### src/rtl/inst_fetch_pkg.sv
// Shared types and constants for the instruction fetch unit and its cache.
// Latency: n/a (definitions only).
// Backpressure: n/a (definitions only).
package inst_fetch_pkg;

    localparam int ADDR_WIDTH       = 32;
    localparam int INST_WIDTH       = 32;
    localparam int ICACHE_SIZE      = 16;
    localparam int ICACHE_IDX_WIDTH = 4;
    // Instructions are word aligned, so the two low address bits carry no information.
    localparam int ICACHE_TAG_WIDTH = ADDR_WIDTH - ICACHE_IDX_WIDTH - 2;

    typedef logic [ADDR_WIDTH-1:0]       addr_t;
    typedef logic [INST_WIDTH-1:0]       inst_t;
    typedef logic [ICACHE_IDX_WIDTH-1:0] idx_t;
    typedef logic [ICACHE_TAG_WIDTH-1:0] tag_t;

    typedef enum logic [1:0] {
        ST_IDLE     = 2'd0,
        ST_MEM_WAIT = 2'd1,
        ST_DISCARD  = 2'd2
    } fetch_state_e;

    // Instruction queue push payload.
    typedef struct packed {
        inst_t inst;
        addr_t pc;
    } iq_pkt_t;

    // Sequential fetch, no prediction; wraps naturally at the top of the address space.
    function automatic addr_t next_pc(input addr_t pc);
        return pc + ADDR_WIDTH'(4);
    endfunction

endpackage

### src/rtl/inst_fetch_if.sv
// Bundles the fetch unit's queue, memory and flush signals.
// Latency: n/a (wiring only).
// Backpressure: iq_full_iq_in stalls pushes; req_mem_out is held until rdy_mem_in.
// master = fetch unit side, slave = instruction queue / memory / ROB side.
interface inst_fetch_if;
    import inst_fetch_pkg::*;

    logic  iq_full_iq_in;
    inst_t inst_iq_out;
    addr_t pc_iq_out;
    logic  rdy_inst_iq_out;
    logic  req_mem_out;
    addr_t addr_mem_out;
    inst_t inst_mem_in;
    logic  rdy_mem_in;
    logic  refresh_rob_cdb_in;
    addr_t target_pc_rob_in;

    modport master (
        input  iq_full_iq_in,
        input  inst_mem_in,
        input  rdy_mem_in,
        input  refresh_rob_cdb_in,
        input  target_pc_rob_in,
        output inst_iq_out,
        output pc_iq_out,
        output rdy_inst_iq_out,
        output req_mem_out,
        output addr_mem_out
    );

    modport slave (
        output iq_full_iq_in,
        output inst_mem_in,
        output rdy_mem_in,
        output refresh_rob_cdb_in,
        output target_pc_rob_in,
        input  inst_iq_out,
        input  pc_iq_out,
        input  rdy_inst_iq_out,
        input  req_mem_out,
        input  addr_mem_out
    );

endinterface

### src/rtl/inst_fetch_icache.sv
// Direct-mapped instruction cache, one instruction per line, index addr[5:2], tag addr[31:6].
// Latency: read is combinational (same cycle); write lands on the next posedge.
// Backpressure: none; a write is accepted every cycle wr_en is high.
// Ports: clk_in/rst_in, rd_addr -> rd_hit/rd_data, wr_en/wr_addr/wr_data fill port.
module inst_fetch_icache
    import inst_fetch_pkg::*;
(
    input  logic  clk_in,
    input  logic  rst_in,
    input  addr_t rd_addr,
    output logic  rd_hit,
    output inst_t rd_data,
    input  logic  wr_en,
    input  addr_t wr_addr,
    input  inst_t wr_data
);

    logic [ICACHE_SIZE-1:0] valid_q;
    logic [ICACHE_SIZE-1:0] valid_d;
    tag_t                   tag_q  [ICACHE_SIZE];
    inst_t                  data_q [ICACHE_SIZE];

    idx_t rd_idx;
    tag_t rd_tag;
    idx_t wr_idx;
    tag_t wr_tag;

    assign rd_idx = rd_addr[ICACHE_IDX_WIDTH+1:2];
    assign rd_tag = rd_addr[ADDR_WIDTH-1:ICACHE_IDX_WIDTH+2];
    assign wr_idx = wr_addr[ICACHE_IDX_WIDTH+1:2];
    assign wr_tag = wr_addr[ADDR_WIDTH-1:ICACHE_IDX_WIDTH+2];

    // Byte-offset bits are always zero for aligned fetches.
    logic unused_byte_bits;
    assign unused_byte_bits = ^{rd_addr[1:0], wr_addr[1:0]};

    assign rd_hit  = valid_q[rd_idx] && (tag_q[rd_idx] == rd_tag);
    assign rd_data = data_q[rd_idx];

    always_comb begin
        valid_d = valid_q;
        if (wr_en) begin
            valid_d[wr_idx] = 1'b1;
        end
    end

    // Only the valid bits need a reset; tag/data are don't-care until validated.
    always_ff @(posedge clk_in) begin
        if (rst_in) begin
            valid_q <= '0;
        end else begin
            valid_q <= valid_d;
        end
    end

    always_ff @(posedge clk_in) begin
        if (wr_en) begin
            tag_q[wr_idx]  <= wr_tag;
            data_q[wr_idx] <= wr_data;
        end
    end

endmodule

### src/rtl/inst_fetch.sv
// Sequential instruction fetch: PC, fetch FSM and miss handling in front of a direct-mapped icache.
// Latency: hit pushes the cycle after lookup; miss penalty = memory latency + 2 cycles.
// Backpressure: iq_full_iq_in stalls the PC and pushes; rdy_in low freezes all state.
// Ports: clk_in, rst_in (sync, active-high), rdy_in (global enable), bus (inst_fetch_if.master).
module inst_fetch
    import inst_fetch_pkg::*;
(
    input  logic         clk_in,
    input  logic         rst_in,
    input  logic         rdy_in,
    inst_fetch_if.master bus
);

    fetch_state_e state_q, state_d;
    addr_t        pc_q, pc_d;
    logic         req_q, req_d;
    addr_t        addr_q, addr_d;
    logic         push_q, push_d;
    iq_pkt_t      pkt_q, pkt_d;
    logic         cache_we;
    logic         cache_wr_en;
    logic         hit;
    inst_t        hit_data;

    assign cache_wr_en = cache_we && !rst_in;

    inst_fetch_icache u_icache (
        .clk_in  (clk_in),
        .rst_in  (rst_in),
        .rd_addr (pc_q),
        .rd_hit  (hit),
        .rd_data (hit_data),
        .wr_en   (cache_wr_en),
        .wr_addr (addr_q),
        .wr_data (bus.inst_mem_in)
    );

    always_comb begin
        state_d  = state_q;
        pc_d     = pc_q;
        req_d    = req_q;
        addr_d   = addr_q;
        pkt_d    = pkt_q;
        // The push is a strobe: it drops after one cycle, including while frozen.
        push_d   = 1'b0;
        cache_we = 1'b0;

        if (rdy_in) begin
            unique case (state_q)
                ST_IDLE: begin
                    // A flush wins over a hit in the same cycle.
                    if (bus.refresh_rob_cdb_in) begin
                        pc_d = bus.target_pc_rob_in;
                    end else if (!bus.iq_full_iq_in) begin
                        if (hit) begin
                            push_d     = 1'b1;
                            pkt_d.inst = hit_data;
                            pkt_d.pc   = pc_q;
                            pc_d       = next_pc(pc_q);
                        end else begin
                            req_d   = 1'b1;
                            addr_d  = pc_q;
                            state_d = ST_MEM_WAIT;
                        end
                    end
                end
                ST_MEM_WAIT: begin
                    // The fill is never dropped: a line fetched before a flush is still a
                    // correct line, it just is not pushed. The later hit delivers it.
                    if (bus.refresh_rob_cdb_in) begin
                        pc_d = bus.target_pc_rob_in;
                    end
                    if (bus.rdy_mem_in) begin
                        cache_we = 1'b1;
                        req_d    = 1'b0;
                        state_d  = ST_IDLE;
                    end else if (bus.refresh_rob_cdb_in) begin
                        state_d = ST_DISCARD;
                    end
                end
                ST_DISCARD: begin
                    if (bus.refresh_rob_cdb_in) begin
                        pc_d = bus.target_pc_rob_in;
                    end
                    if (bus.rdy_mem_in) begin
                        cache_we = 1'b1;
                        req_d    = 1'b0;
                        state_d  = ST_IDLE;
                    end
                end
                default: begin
                    state_d = ST_IDLE;
                    req_d   = 1'b0;
                end
            endcase
        end
    end

    always_ff @(posedge clk_in) begin
        if (rst_in) begin
            state_q <= ST_IDLE;
            pc_q    <= '0;
            req_q   <= 1'b0;
            addr_q  <= '0;
            push_q  <= 1'b0;
            pkt_q   <= '0;
        end else begin
            state_q <= state_d;
            pc_q    <= pc_d;
            req_q   <= req_d;
            addr_q  <= addr_d;
            push_q  <= push_d;
            pkt_q   <= pkt_d;
        end
    end

    assign bus.rdy_inst_iq_out = push_q;
    assign bus.inst_iq_out     = pkt_q.inst;
    assign bus.pc_iq_out       = pkt_q.pc;
    assign bus.req_mem_out     = req_q;
    assign bus.addr_mem_out    = addr_q;

endmodule

### src/flat_wrapper.sv
// flat-port wrapper written by rule: the top's interface ports become plain ports
module inst_fetch_flat import inst_fetch_pkg::*;
  (clk_in, rst_in, rdy_in, bus_iq_full_iq_in, bus_inst_mem_in, bus_rdy_mem_in, bus_refresh_rob_cdb_in, bus_target_pc_rob_in, bus_inst_iq_out, bus_pc_iq_out, bus_rdy_inst_iq_out, bus_req_mem_out, bus_addr_mem_out);
  inst_fetch_if bus_i ();
  input  logic clk_in;
  input  logic rst_in;
  input  logic rdy_in;
  input wire logic [$bits(bus_i.iq_full_iq_in)-1:0] bus_iq_full_iq_in;
  input wire logic [$bits(bus_i.inst_mem_in)-1:0] bus_inst_mem_in;
  input wire logic [$bits(bus_i.rdy_mem_in)-1:0] bus_rdy_mem_in;
  input wire logic [$bits(bus_i.refresh_rob_cdb_in)-1:0] bus_refresh_rob_cdb_in;
  input wire logic [$bits(bus_i.target_pc_rob_in)-1:0] bus_target_pc_rob_in;
  output wire logic [$bits(bus_i.inst_iq_out)-1:0] bus_inst_iq_out;
  output wire logic [$bits(bus_i.pc_iq_out)-1:0] bus_pc_iq_out;
  output wire logic [$bits(bus_i.rdy_inst_iq_out)-1:0] bus_rdy_inst_iq_out;
  output wire logic [$bits(bus_i.req_mem_out)-1:0] bus_req_mem_out;
  output wire logic [$bits(bus_i.addr_mem_out)-1:0] bus_addr_mem_out;
  assign bus_i.iq_full_iq_in = bus_iq_full_iq_in;
  assign bus_i.inst_mem_in = bus_inst_mem_in;
  assign bus_i.rdy_mem_in = bus_rdy_mem_in;
  assign bus_i.refresh_rob_cdb_in = bus_refresh_rob_cdb_in;
  assign bus_i.target_pc_rob_in = bus_target_pc_rob_in;
  assign bus_inst_iq_out = bus_i.inst_iq_out;
  assign bus_pc_iq_out = bus_i.pc_iq_out;
  assign bus_rdy_inst_iq_out = bus_i.rdy_inst_iq_out;
  assign bus_req_mem_out = bus_i.req_mem_out;
  assign bus_addr_mem_out = bus_i.addr_mem_out;
  inst_fetch u_core (.clk_in(clk_in), .rst_in(rst_in), .rdy_in(rdy_in), .bus(bus_i));
endmodule
### config.mk
export PLATFORM = sky130hd
export DESIGN_NAME = inst_fetch_flat
export DESIGN_NICKNAME = d
export VERILOG_FILES = /design/src/rtl/inst_fetch_pkg.sv /design/src/rtl/inst_fetch_if.sv /design/src/rtl/inst_fetch_icache.sv /design/src/rtl/inst_fetch.sv /design/src/flat_wrapper.sv
export SDC_FILE = /design/constraint.sdc
export NUM_CORES = 1
export LEC_CHECK = 0
export BUFFER_PORTS_ARGS = -buffer_cell sky130_fd_sc_hd__buf_2
export CAP_MARGIN = 20
export CORE_MARGIN = 3
export CORE_UTILIZATION = 55
export CTS_CLUSTER_DIAMETER = 60
export CTS_CLUSTER_SIZE = 14
export DETAILED_ROUTE_END_ITERATION = 10
export GPL_TIMING_DRIVEN = 0
export PLACE_DENSITY = 0.75
export RECOVER_POWER = 25
export SLEW_MARGIN = 15
export SYNTH_ARGS = -nofsm -noshare
export SYNTH_HDL_FRONTEND = slang
export SYNTH_SLANG_ARGS = --single-unit
### constraint.sdc
create_clock -name clk_in -period 5.4 [get_ports clk_in]
set_input_delay 0.27 -clock clk_in [delete_from_list [all_inputs] [get_ports clk_in]]
set_output_delay 0.27 -clock clk_in [all_outputs]
set_load 0.01 [all_outputs]
* After elaboration in Yosys (flattened, before gate mapping)
Memories as Yosys holds them, arrays and structs flattened. A register that Yosys moved wholly into a read port is not among the register bits.
Index checks and enable logic that the tools add are counted.
** Storage, ports and cells
- Memories :: 2
- Logic and storage cells :: 73
- Register bits after elaboration :: 116
- Bits in writable memories :: 928
- Output and inout bits :: 98
** Cells by class
- Order comparisons :: 3
- Equality and inequality tests :: 12
- Multiplexer cells :: 29
- Bitwise gates (word level) :: 6
- Reduce and logical (&&, ||, !) cells :: 13
- Add/sub/neg operators :: 1
** Memory list
- u_core.u_icache.data_q :: depth 16, width 32, rd ports 1, clocked after Yosys merged registers in 1, write ports 1, line inst_fetch_icache.sv:21 : inst_t data_q [ICACHE_SIZE];
- u_core.u_icache.tag_q :: depth 16, width 26, rd ports 1, clocked after Yosys merged registers in 1, write ports 1, line inst_fetch_icache.sv:20 : tag_t tag_q [ICACHE_SIZE];
** Operators with widths (number)
- 32-bit 2-to-1 mux :: 4
- 32-bit one-hot mux with 2 select lines :: 1
- 32-bit by 3-bit adder with 32-bit output, second input constant :: 1
- 26-bit == test :: 1
- 5-bit AND reduction :: 4
- 16-bit bitwise OR :: 1
- 1-bit 2-to-1 mux :: 12
- 2-bit 2-to-1 mux :: 6
- 4-bit by 5-bit less-than comparator with 1-bit output, second input constant :: 2
- 4-bit 2-to-1 mux :: 2
- 2-bit inequality test, second input constant :: 4
- 3-bit inequality test, second input constant :: 2
- 2-bit one-hot mux with 3 select lines :: 1
- 6-bit AND reduction :: 1
- 1-bit NOT :: 5
- 5-bit OR reduction :: 1
- 1-bit binary-select mux with 4-bit select :: 1
- 1-bit demux with 4-bit select :: 1
- 4-bit by 1-bit greater-or-equal comparator with 1-bit output, second input constant :: 1
- 2-bit by 1-bit inequality test with 1-bit output, second input constant :: 2
- 1-bit logical AND :: 3
- 3-bit by 2-bit inequality test with 1-bit output, second input constant :: 1
- 2-bit by 1-bit == test with 1-bit output, second input constant :: 1
- 2-bit == test, second input constant :: 1
- 5 further kinds :: 5

* Depth between registers and ports, before layout
Gate-level depths: netlist (run 1).
- Depth in word-level cells :: 9
- Mapped depth :: 17

* Modules after synthesis
A second synthesis (run 1) with hierarchy kept.
** Unflattened totals
- Cells, all modules :: 2273
- Area total of the unflattened synthesis :: 41913.9 µm²
** By module, submodules not included
- inst_fetch_icache :: area each 36334.8 µm², cells each 1555, instances 1
- inst_fetch :: area each 5579.1 µm², cells each 718, instances 1

* Least setup slack after synthesis (run 1)
Ideal clock, no wire load.
- Path kind :: register to register
- From :: register u_core.state_q[0]
- To :: memory u_core.u_icache.data_q[4][0] in the netlist's numbering (enable)
- Required time :: 4.852 ns
- Path slack :: -0.426 ns
- Arrival time :: 5.279 ns
- Library setup time :: 0.548 ns
- Cell stages (with the launch flop) :: 7
- Buffers on the path :: 0
- Cell sequence :: dfxtp_1 -> inv_1 -> ha_1 -> and4b_1 -> nor2b_1 -> nand2_1 -> nor3_1
** Between the ends
- Longest elaborated chain between the ends :: 7
- Elaborated cells on any way between the ends :: 8
** Ends and longest elaborated chain
- start, declared :: line inst_fetch.sv:14 : fetch_state_e state_q, state_d;
- start signal, assigned :: line inst_fetch.sv:108 : state_q <= state_d;
- 2-bit by 1-bit == test with 1-bit output / 2-bit == test (equally long branches) :: line inst_fetch.sv:49 : unique case (state_q)
- 2-bit OR reduction (no source line) *
- 1-bit 2-to-1 mux *
- 1-bit 2-to-1 mux * :: line inst_fetch.sv:48 : if (rdy_in) begin
- 1-bit logical AND * :: line inst_fetch.sv:25 : assign cache_wr_en = cache_we && !rst_in;
- 1-bit 2-to-1 mux * :: line inst_fetch_icache.sv:57 : if (wr_en) begin
- 1-bit 2-to-1 mux (implied by the code) * :: line inst_fetch_icache.sv:59 : data_q[wr_idx] <= wr_data;
- end, declared :: line inst_fetch_icache.sv:21
Every way passes the cells marked *; elsewhere a longest branch is shown, timed or not.

==> metrics.csv, run 1 <==
stage;metric;value;unit
timing;maxSlewViolCount;0;
yosys;netlist_area;42020;um2
pwr;pwr-share-seq;0.555;
worst_setup_path;crit_path_max_fanout;10;
final_layout;drive_above_1_share;0.2489;
timing;setup_viol;0;
grt;grt-ovfl-total;0;
placement;gp_congestion;0.8622;
clock_tree;cts_tree;built;
job;cap_violations;0;
timing;hold-worst-slack;36.08;ps
floorplanning;die_y;282.4;um
clock_tree;clockBufferDepth;3;
yosys;synth-edff-count;928;
yosys;synth_xor_area_frac;0.006669;
clock_tree;cts_buffers;89;
pwr;p_int;0.01274;W
hold_path;hp-class;in -> reg;
clock_tree;path_clk_slew;70;ps
clock_tree;post_cts_buffers;0;
clock_tree;clock_sinks;1080;
timing;hold_viol;0;
clock_tree;insertion_delay;660;ps
detailed_routing;ant_nets;0;
yosys;yosys_warnings;0;
yosys;ys_seq_area_frac;0.7355;
pwr;finalPower;0.01631;W
timing;worst_slew_pin_slew;1056;ps
detailed_routing;viasPerCell;6.451;
final_layout;area_growth;15.92;%
yosys;synth_ff_type;edfxtp_1;
detailed_routing;drt_iter0_drc;2868;
grt;grt_max_degree;20;
pwr;max-vdd-ir-drop;0.3552;mV
pwr;p_per_area;334.8;nW/um2
yosys;async_flop_share;0;
detailed_routing;post-route-drc-count;0;
timing;min_period;5231;ps
worst_setup_path;cp-start-kind;register;
yosys;synth_fa_ha_area_frac;0.001489;
status;status;finished clean;
floorplanning;initial_core_util;0.5598;
detailed_routing;drt_first_pass_iters;5;
final_layout;nNetsFinal;2620;
grt;grtUsageMet2;0.4642;
pwr;pwr-share-comb;0.072;
detailed_routing;wire_per_inst;30.56;um
floorplanning;die_x;282.4;um
grt;met1_usage;0.3687;
floorplanning;core-area;75070;um2
grt;grt-busiest-layer;met2;
timing;relSlewSlack;0.2960;
detailed_routing;wl;109.6;mm
pwr;p_leak;15.05;nW
yosys;synthCells;2170;
grt;grt_pass1_vias;23640;
worst_setup_path;cp.arrival;5720;ps
pwr;p_sw_frac;0.2189;
grt;use_met3;0.05588;
grt;antenna_found_initial;1;
timing;min_period_over_period;0.9687;
placement;port-buffer-count;165;
yosys;synthMuxAreaShare;0.1805;
floorplanning;io_pins;168;
grt;grt_first_pass_wirelength;160.2;mm
clock_tree;htree_levels;3;
floorplanning;dieArea;79760;um2
timing;final.setup.tns;0;ps
yosys;yosys.area_share.simple;0.03528;
yosys;synth_compound_area_frac;0.02328;
pwr;clkPwrFrac;0.373;
timing;rsz0062_at_grt;no;
timing;finClkSkew;26.07;ps
clock_tree;root_buffer;clkbuf_16;
yosys;synth_top_family_by_area;multiplexers;
yosys;ys_types;66;
final_layout;utilization;0.6489;
yosys;ys_ff_latch;1080;
yosys;synth.avg_cell_area;19.37;um2
yosys;syn_nets;2245;
timing;fmax;191.2;MHz
grt;grtUsageTotal;0.2799;
placement;dpl.hpwl;72.21;mm
worst_setup_path;path_class;reg -> reg;
worst_setup_path;crit_required;5890;ps
worst_setup_path;worst_setup_path_end_kind;register;
floorplanning;rows;100;
detailed_routing;vias;23140;
pwr;p_sw;0.003569;W
metal layers:
layer	share of wire	vias up
met5	0.00012	-
met4	0.041	2
met3	0.095	290
met2	0.50	1385
met1	0.37	11980
li1	-	9482
cell usage in the layout (no fill, tap or decap), drive strengths merged, types with 5 or more instances in the layout:
cell         netlist  routed
mux2               7       7
nand3b             8       8
nand2b             7       7
nor2             169     169
buf               67     267
o31ai             13      13
mux2i            184     184
xor2              14      14
mux4             251     251
a211oi             6       6
a31oi              9       9
inv                6       8
nand3             31      31
nand2             62      62
ha                 5       5
a22oi             16      16
a21bo              8       8
dfxtp            152     152
a21oi             22      22
dlygate4sd3        0      48
xnor2             18      18
clkbuf            70     258
nor2b              5       5
o21ai             24      24
and3               8       8
nor3              11      11
a221oi             6       6
edfxtp           928     928
clkinv             0       7
o211ai             7       7
a21o               6       6
cell type report:
type / instances / area, um2
timing repair buffer: 284 / 2658
inverter: 6 / 22.52
clock buffer: 152 / 2537
buffer: 138 / 711.9
multi-input combinational: 946 / 10540
clock inverter: 10 / 120.1
tap: 969 / 1212
fill: 4928 / 26360
sequential: 1080 / 30910
antenna: 1 / 2.502
cell families after synthesis:
family | after synthesis
flip-flops | 1080
XOR/XNOR | 32
buffers and inverters | 144
AND/OR/NAND/NOR | 328
multiplexers | 442
adder cells (fa/ha/maj) | 5
AO/OA/AOI/OAI | 139
critical path, cell delays in order, from the launching register on:
cell,delay [ps]
dfxtp_1,400
buf_6,200
buf_12,180
buf_6,230
buf_4,320
buf_2,500
mux2i_1,440
xnor2_1,160
nor4b_1,370
a31oi_1,150
nor4_4,380
or4b_1,600
nand2_1,420
buf_4,370
mux2i_1,240
nor2_1,60
per-stage QoR:
stage / setup WS, ps / std cells / cell area [um2]
finish: 169.2 / 3586 / 48710
global route: 85.27 / 3585 / 48710
CTS: 22.75 / 3579 / 48660
detailed placement: -192.4 / 3369 / 45510
global placement: -2448 / 3304 / 44080
floorplan: 1166 / 2170 / 42040
path summary, 6_finish.rpt:
kind,slack (ps),from,end,cells after the start
hold / removal,40,bus_target_pc_rob_in[22],u_core.pc_q[22],4
setup reg to reg,170,register,u_core.bus.addr_mem_out[8],15
hold reg to reg,490,u_core.bus.pc_iq_out[9],u_core.bus.pc_iq_out[9],2
setup / recovery,170,register,u_core.bus.addr_mem_out[8],15
Yosys cell counts (18+ instances only):
master,n,area (um2)
clkbuf_1,70,262.8
mux4_2,248,5585
xnor2_1,18,157.7
nand2_1,62,232.7
edfxtp_1,928,27870
nor2_1,168,630.6
nand3_1,31,155.2
buf_2,26,130.1
a21oi_1,22,110.1
dfxtp_1,152,3043
o21ai_0,23,115.1
mux2i_1,184,1842
repair_timing:
action | 4_1_cts | 5_1_grt
gates resized for setup | 1 | 2
setup endpoints to repair | 90 | 76
hold buffers | 48 | 0
pin swaps | 0 | 0
hold endpoints to repair | 527 | 0
sequential cells by signal, summed over array words and instances, names as in the netlist, named ones only:
name	flops
u_core.bus.req_mem_out	1
u_core.bus.inst_iq_out	32
u_core.u_icache.tag_q	416
u_core.bus.pc_iq_out	32
u_core.pc_q	32
u_core.bus.rdy_inst_iq_out	1
u_core.state_q	2
u_core.u_icache.valid_q	16
u_core.bus.addr_mem_out	32
u_core.u_icache.data_q	512
power by group through the flow:
stage / registers, W / logic (W) / clock network [W]
floorplan: 0.00922 / 0.000728 / 0
global placement: 0.00923 / 0.00109 / 0
detailed placement: 0.00923 / 0.00112 / 0
CTS: 0.00905 / 0.00116 / 0.00615
global route: 0.00905 / 0.00124 / 0.00645
finish: 0.00905 / 0.00118 / 0.00608
No activity file was read; power rests on OpenSTA's default activity.
==> run 2: changes to the inputs <==
--- a/config.mk
+++ b/config.mk
@@ -7,13 +7,15 @@
 export LEC_CHECK = 0
 export BUFFER_PORTS_ARGS = -buffer_cell sky130_fd_sc_hd__buf_2
 export CAP_MARGIN = 20
+export CELL_PAD_IN_SITES_DETAIL_PLACEMENT = 1
+export CELL_PAD_IN_SITES_GLOBAL_PLACEMENT = 1
 export CORE_MARGIN = 3
-export CORE_UTILIZATION = 55
+export CORE_UTILIZATION = 35
 export CTS_CLUSTER_DIAMETER = 60
 export CTS_CLUSTER_SIZE = 14
 export DETAILED_ROUTE_END_ITERATION = 10
 export GPL_TIMING_DRIVEN = 0
-export PLACE_DENSITY = 0.75
+export PLACE_DENSITY_LB_ADDON = 0.1
 export RECOVER_POWER = 25
 export SLEW_MARGIN = 15
 export SYNTH_ARGS = -nofsm -noshare
==> run 2 against run 1 <==
  * Critical path depth did not move
  * Clock power rose by 25%
  * Non-clock buffer count rose by 16
  * Via count fell by 3.5%
  * Register-to-register slack improved by 30 ps
  * Worst hold slack improved by 7.7 ps
  * Count of clock-buffer cells in the layout fell by 5
  * Fmax rose by 0.49%
  * Combinational power rose by 5%
  * Cell count rose by 19%
  * Core utilization fell by 22 points
  * Power rose by 9.9%
  * Critical path type unchanged
==> metrics.csv, run 2 (synthesized netlist as in run 1, its figures left out) <==
stage;metric;value;unit;change
grt;grt-busiest-layer;met2;;
hold_path;min_to;u_core.pc_q[22];;
detailed_routing;viasPerCell;5.228;;-19%
clock_tree;cts_buffers;104;;+17%
worst_setup_path;r2r_cells;15;;unchanged
detailed_routing;wl;129.1;mm;+18%
worst_setup_path;cp-start-kind;register;;
placement;dp_cells;4017;;+19%
grt;grtUsageTotal;0.2060;;-0.07387
worst_setup_path;crit_required;5940;ps;+50 ps
clock_tree;insertion_delay;680;ps;+20 ps
final_layout;finalNonFillerCells;4269;;+19%
grt;use_met3;0.03051;;-0.02537
timing;min_period_over_period;0.9640;;-0.004702
timing;relSlewSlack;0.2453;;-0.05068
final_layout;drive_above_1_share;0.2747;;+0.02582
grt;grtUsageMet2;0.3623;;-0.1019
worst_setup_path;worst_setup_path_end_kind;register;;
timing;fmax;192.1;MHz;+0.49%
worst_setup_path;path_class;reg -> reg;;
worst_setup_path;cp.arrival;5750;ps;+30 ps
hold_path;hold_start;bus_target_pc_rob_in[22];;
floorplanning;die_x;352.5;um;+25%
grt;grt_first_pass_wirelength;182.6;mm;+14%
grt;grt-ovfl-total;0;;unchanged
clock_tree;clock_sinks;1080;;unchanged
floorplanning;rows;126;;+26%
timing;hold_viol;0;;unchanged
detailed_routing;drt_iter0_drc;1717;;-40%
timing;rsz0062_at_grt;no;;
final_layout;utilization;0.4283;;-0.2206
worst_setup_path;crit_path_max_fanout;10;;unchanged
clock_tree;path_clk_slew;70;ps;about the same
grt;met1_usage;0.2739;;-0.09488
final_layout;fillers;11350;;+130%
clock_tree;post_cts_buffers;0;;unchanged
final_layout;top_regs;u_core.u_icache.data_q: 512 flops, u_core.u_icache.tag_q: 416 flops;;
final_layout;final_common_cell;edfxtp_1;;
pwr;p_per_area;352.9;nW/um2;+5.4%
timing;maxSlewViolCount;0;;unchanged
detailed_routing;vias;22320;;-3.5%
grt;grt_pass1_vias;23790;;+0.64%
clock_tree;clockBufferDepth;3;;unchanged
floorplanning;io_pins;168;;unchanged
job;cap_violations;0;;unchanged
final_layout;largest_register_ffs;512;;unchanged
placement;dpl.hpwl;88.34;mm;+22%
placement;port-buffer-count;165;;unchanged
status;status;finished clean;;
worst_setup_path;reg2reg_to;u_core.bus.inst_iq_out[23];;
timing;finClkSkew;25.75;ps;-0.3152 ps
clock_tree;htree_levels;3;;unchanged
grt;grt_max_degree;19;;-5.0%
final_layout;nNetsFinal;2651;;+1.2%
floorplanning;core-area;118600;um2;+58%
floorplanning;die_y;352.5;um;+25%
floorplanning;initial_core_util;0.3545;;-0.2053
timing;min_period;5205;ps;-25.39 ps
detailed_routing;ant_nets;0;;unchanged
timing;setup_viol;0;;unchanged
timing;final.setup.tns;0;ps;unchanged
worst_setup_path;rrSetupSlack;190;ps;+30 ps
detailed_routing;post-route-drc-count;0;;unchanged
grt;antenna_found_initial;6;;+5
pwr;max-vdd-ir-drop;0.2545;mV;-28%
final_layout;max_flop_register;u_core.u_icache.data_q;;
clock_tree;root_buffer;clkbuf_16;;
timing;worst_slew_pin_slew;1132;ps;+76.02 ps
pwr;p_leak;15.66;nW;+4.1%
placement;gp_congestion;0.8199;;-4.9%
detailed_routing;drt_first_pass_iters;7;;+2
floorplanning;dieArea;124300;um2;+56%
hold_path;hp-class;in -> reg;;
final_layout;area_growth;20.82;%;
hold_path;min_path_cells;4;;unchanged
final_layout;layout_common_cells;edfxtp_1, mux4_2, mux2i_1;;
timing;hold-worst-slack;43.75;ps;+7.665 ps
clock_tree;cts_tree;built;;
detailed_routing;wire_per_inst;30.25;um;-1.0%
pwr;finalPower;0.01792;W;+9.9%
==> run 2: cell types whose count changed in the layout (fill, tap and decap cells not counted), sizes merged <==
| cell | delta |
|---|---|
| clkinvlp | +7 |
| inv | +8 |
| diode | +3 |
| buf | +14 |
| clkinv | +11 |
| bufinv | +12 |
| dlygate4sd3 | +3 |
| clkbuf | -6 |
==> run 2: worst max-delay path by stage <==
stage                      startpoint                            end  slack [ps]  cells after the start
floorplan           u_core.state_q[0]   u_core.u_icache.data_q[5][0]        1170                      6
global placement    u_core.state_q[1]  u_core.u_icache.data_q[5][29]       -3880                      6
detailed placement           register     u_core.bus.addr_mem_out[4]        -810                     14
CTS                          register     u_core.bus.inst_iq_out[23]          50                     15
global route                 register     u_core.bus.inst_iq_out[27]           1                     16
finish                       register     u_core.bus.inst_iq_out[23]         190                     15
==> run 2: stage by stage <==
stage / worst slack (ps) / instance area (um2)
after floorplan: 1166 / 42040
after CTS: 50.53 / 50760
final: 194.6 / 50770
after detailed placement: -809.4 / 46670
after global placement: -3875 / 44870
after global routing: 0.9788 / 50770
==> run 2: what timing repair did <==
item	CTS	global route
setup endpoints to repair	124	57
gates resized for setup	6	9
hold buffers	51	0
hold endpoints to repair	531	0
==> run 2: report_power, final <==
group | internal [W] | switching [W]
combinational | 0.000504 | 0.000731
clock | 0.00435 | 0.00328
sequential | 0.00902 | 0.0000292
==> run 2: per-layer routing <==
layer,wire [um],vias up
met3,4981,133
met1,56250,12120
li1,-,9567
met2,65960,496
met4,1925,4
met5,27,-
==> run 2: worst max-delay path, stage by stage, from the launching register on <==
cell	delay, ps
dfxtp_1	300
buf_2	270
buf_2	350
buf_2	410
clkbuf_2	410
mux4_2	370
mux2i_1	190
xor2_1	450
a31oi_1	240
nor4_4	320
or4b_1	600
nor3_2	140
buf_4	330
buf_6	310
mux2i_1	260
nor2_1	60
==> run 2: final cells by class <==
cell class	instances	area, um2	share of cell area
Antenna cell	4	10.01	0.0001971
Buffer	138	732.0	0.01442
Clock buffer	147	2877	0.05665
Clock inverter	48	685.7	0.01350
Inverter	6	22.52	0.0004436
Multi-Input combinational cell	946	10550	0.2077
Sequential cell	1080	30910	0.6088
Tap cell	1600	2002	0.03943
Timing Repair Buffer	300	2989	0.05887
==> run 3: changes to the inputs <==
==> constraint.sdc (replaced) <==
create_clock -name clk_in -period 4.35 [get_ports clk_in]
set_input_delay 0.2175 -clock clk_in [delete_from_list [all_inputs] [get_ports clk_in]]
set_output_delay 0.2175 -clock clk_in [all_outputs]
set_load 0.01 [all_outputs]
==> run 3 against run 2 <==
  * The run now ends with setup timing left
  * Cell area up 1.8%
  * Worst hold slack better by 6.9 ps
  * Combinational power up 33%
  * Via count up 0.95%
  * Critical path type unchanged
  * Largest power group unchanged
  * Highest routed layer unchanged
==> metrics.csv, run 3 (synthesized netlist as in run 1, its figures left out) <==
stage;metric;value;unit;change
job;cap_violations;0;;unchanged
hold_path;min_path_cells;5;;+1
final_layout;fillers;11280;;-0.62%
detailed_routing;wire_per_inst;30.39;um;+0.45%
pwr;max-vdd-ir-drop;0.3152;mV;+24%
floorplanning;die_x;352.5;um;unchanged
final_layout;final_common_cell;edfxtp_1;;
timing;finClkSkew;27.77;ps;+2.021 ps
final_layout;utilization;0.4360;;+0.007725
status;status;finished, violations left;;
detailed_routing;viasPerCell;5.239;;+0.22%
timing;fmax;226.5;MHz;+18%
worst_setup_path;reg2reg_to;u_core.bus.inst_iq_out[23];;
floorplanning;die_y;352.5;um;unchanged
clock_tree;path_clk_slew;70;ps;about the same
worst_setup_path;crit_chain;buf_12 -> buf_12 -> buf_16 -> mux4_2 -> mux2_4 -> a22oi_2 -> xor2_1 -> nand4_1 -> nor4_4 -> or4b_4 -> nor3_4 -> buf_6 -> buf_12 -> buf_16 -> mux2i_2 -> nor2_1;;
timing;min_period_over_period;1.015;;+0.05115
hold_path;min_to;u_core.pc_q[10];;
final_layout;area_growth;23.00;%;
timing;rsz0062_at_grt;yes;;
final_layout;largest_register_ffs;512;;unchanged
floorplanning;core-area;118600;um2;unchanged
grt;grt_pass1_vias;23970;;+0.75%
detailed_routing;wl;130.7;mm;+1.2%
final_layout;nNetsFinal;2682;;+1.2%
floorplanning;io_pins;168;;unchanged
worst_setup_path;crit_required;4900;ps;-1040 ps
worst_setup_path;crit_family;simple AND/OR/NAND/NOR gates;;
clock_tree;root_buffer;clkbuf_16;;
timing;setup_ws;-65.78;ps;-260.3 ps
placement;dpl.hpwl;88.34;mm;unchanged
worst_setup_path;cp.arrival;4960;ps;-790 ps
worst_setup_path;worst_setup_path_end_kind;register;;
timing;setup_viol;43;;+43
worst_setup_path;crit_path_max_fanout;7;;-3
final_layout;drive_above_1_share;0.2901;;+0.01539
pwr;p_per_area;432.3;nW/um2;+23%
grt;grt_first_pass_wirelength;184.1;mm;+0.86%
timing;relSlewSlack;0.2501;;+0.004813
hold_path;hold_start;bus_target_pc_rob_in[10];;
worst_setup_path;path_class;reg -> reg;;
clock_tree;clockBufferDepth;3;;unchanged
worst_setup_path;cpMostUsedCell;buf_12;;
worst_setup_path;cp-start-kind;register;;
grt;grtUsageTotal;0.2085;;+0.002541
grt;antenna_found_initial;7;;+1
worst_setup_path;rrSetupSlack;-70;ps;-260 ps
placement;gp_congestion;0.8199;;unchanged
worst_setup_path;worst_path_max_delay_cell;or4b_4;;
clock_tree;htree_levels;3;;unchanged
detailed_routing;drt_first_pass_iters;5;;-2
placement;port-buffer-count;165;;unchanged
grt;grt_max_degree;19;;unchanged
worst_setup_path;cp_num_buf_inv;6;;unchanged
detailed_routing;post-route-drc-count;0;;unchanged
final_layout;top_regs;u_core.u_icache.data_q: 512 flops, u_core.u_icache.tag_q: 416 flops;;
worst_setup_path;slowest_delay;570;ps;-30 ps
timing;worst_slew_pin_slew;1125;ps;-7.220 ps
detailed_routing;drt_iter0_drc;1813;;+5.6%
pwr;p_leak;16.02;nW;+2.3%
pwr;finalPower;0.02235;W;+25%
hold_path;hp-class;in -> reg;;
timing;min_period;4416;ps;-789.7 ps
worst_setup_path;r2r_cells;16;;+1
floorplanning;rows;126;;unchanged
grt;grt-ovfl-total;0;;unchanged
final_layout;max_flop_register;u_core.u_icache.data_q;;
floorplanning;dieArea;124300;um2;unchanged
status;violations;setup timing;;
timing;maxSlewViolCount;0;;unchanged
clock_tree;clock_sinks;1080;;unchanged
final_layout;layout_common_cells;edfxtp_1, mux4_2, mux2i_1;;
detailed_routing;ant_nets;0;;unchanged
clock_tree;insertion_delay;690;ps;about the same
clock_tree;cts_buffers;104;;unchanged
timing;hold_viol;0;;unchanged
detailed_routing;vias;22530;;+0.95%
clock_tree;cts_tree;built;;
floorplanning;initial_core_util;0.3545;;unchanged
## run 3: cell count changes in the layout (fill, tap and decap cells not counted), sizes merged
cell	previous run	this run
dlygate4sd3	51	61
buf	281	307
clkbuf	252	247
## run 3: report_power, final
part / internal [W] / total (W) / switching, W
registers: 0.0112 / 0.0112 / 0.0000377
clock network: 0.00540 / 0.00946 / 0.00406
logic: 0.000706 / 0.00165 / 0.000939
## run 3: cell type report
cell class              count  area, um2  area share
clock buffers             147       2877     0.05565
repair buffers            334       3391     0.06560
clock inverters            48      685.7     0.01326
multi-input cells         946      10710      0.2072
flip-flops and latches   1080      30910      0.5980
diodes                      4      10.01   0.0001936
well taps                1600       2002     0.03873
plain buffers             135       1080     0.02089
inverters                   6      22.52   0.0004357
## run 3: layer usage
layer / global-route usage / vias up / part of all wire
met1: 0.2752 / 12170 / 0.43
li1: - / 9636 / -
met4: 0.04815 / 4 / 0.021
met3: 0.03320 / 155 / 0.044
met2: 0.3623 / 563 / 0.51
met5: 0 / - / 0.00021
## run 3: how the worst max path moves through the flow
stage	to	start	cells after the start	slack, ps
detailed placement	u_core.bus.addr_mem_out[4]	register	14	-1860
global route	u_core.bus.inst_iq_out[31]	register	16	-160
global placement	u_core.u_icache.data_q[5][29]	u_core.state_q[1]	6	-4930
CTS	u_core.bus.inst_iq_out[18]	register	16	-40
floorplan	u_core.u_icache.data_q[5][0]	u_core.state_q[0]	6	120
finish	u_core.bus.inst_iq_out[23]	register	16	-70
## run 3: metrics by stage
stage          worst slack (ps)  hold WS (ps)  setup TNS [ps]  instance area, um2  instances
3_3_place_gp              -4925         444.4        -4391850               44870       3935
5_1_grt                  -157.2         40.16           -6461               51680       4298
3_5_place_dp              -1859         459.8         -193210               46670       4017
2_1_floorplan             115.6         316.4               0               42040       2170
6_report                 -65.78         50.68           -1050               51690       4300
4_1_cts                  -35.93       0.02343          -259.6               51530       4288
## run 3: worst register-to-register path, delay by kind of cell (launching register included)
| kind | cells | cell delay, ps |
|---|---|---|
| compound gates | 1 | 220 |
| buf+inv | 6 | 960 |
| mux | 3 | 1090 |
| simple gates | 5 | 1500 |
| flops | 1 | 340 |
| xor+xnor | 1 | 180 |
## run 3: timing repair
item / 4_1_cts / 5_1_grt
cloned: 3 / 1
hold buffers: 61 / 0
pin swaps: 6 / 4
gates resized for setup: 122 / 21
endpoints found under the hold margin: 541 / 0
buffers inserted: 14 / 6
endpoints found under the setup margin: 134 / 100
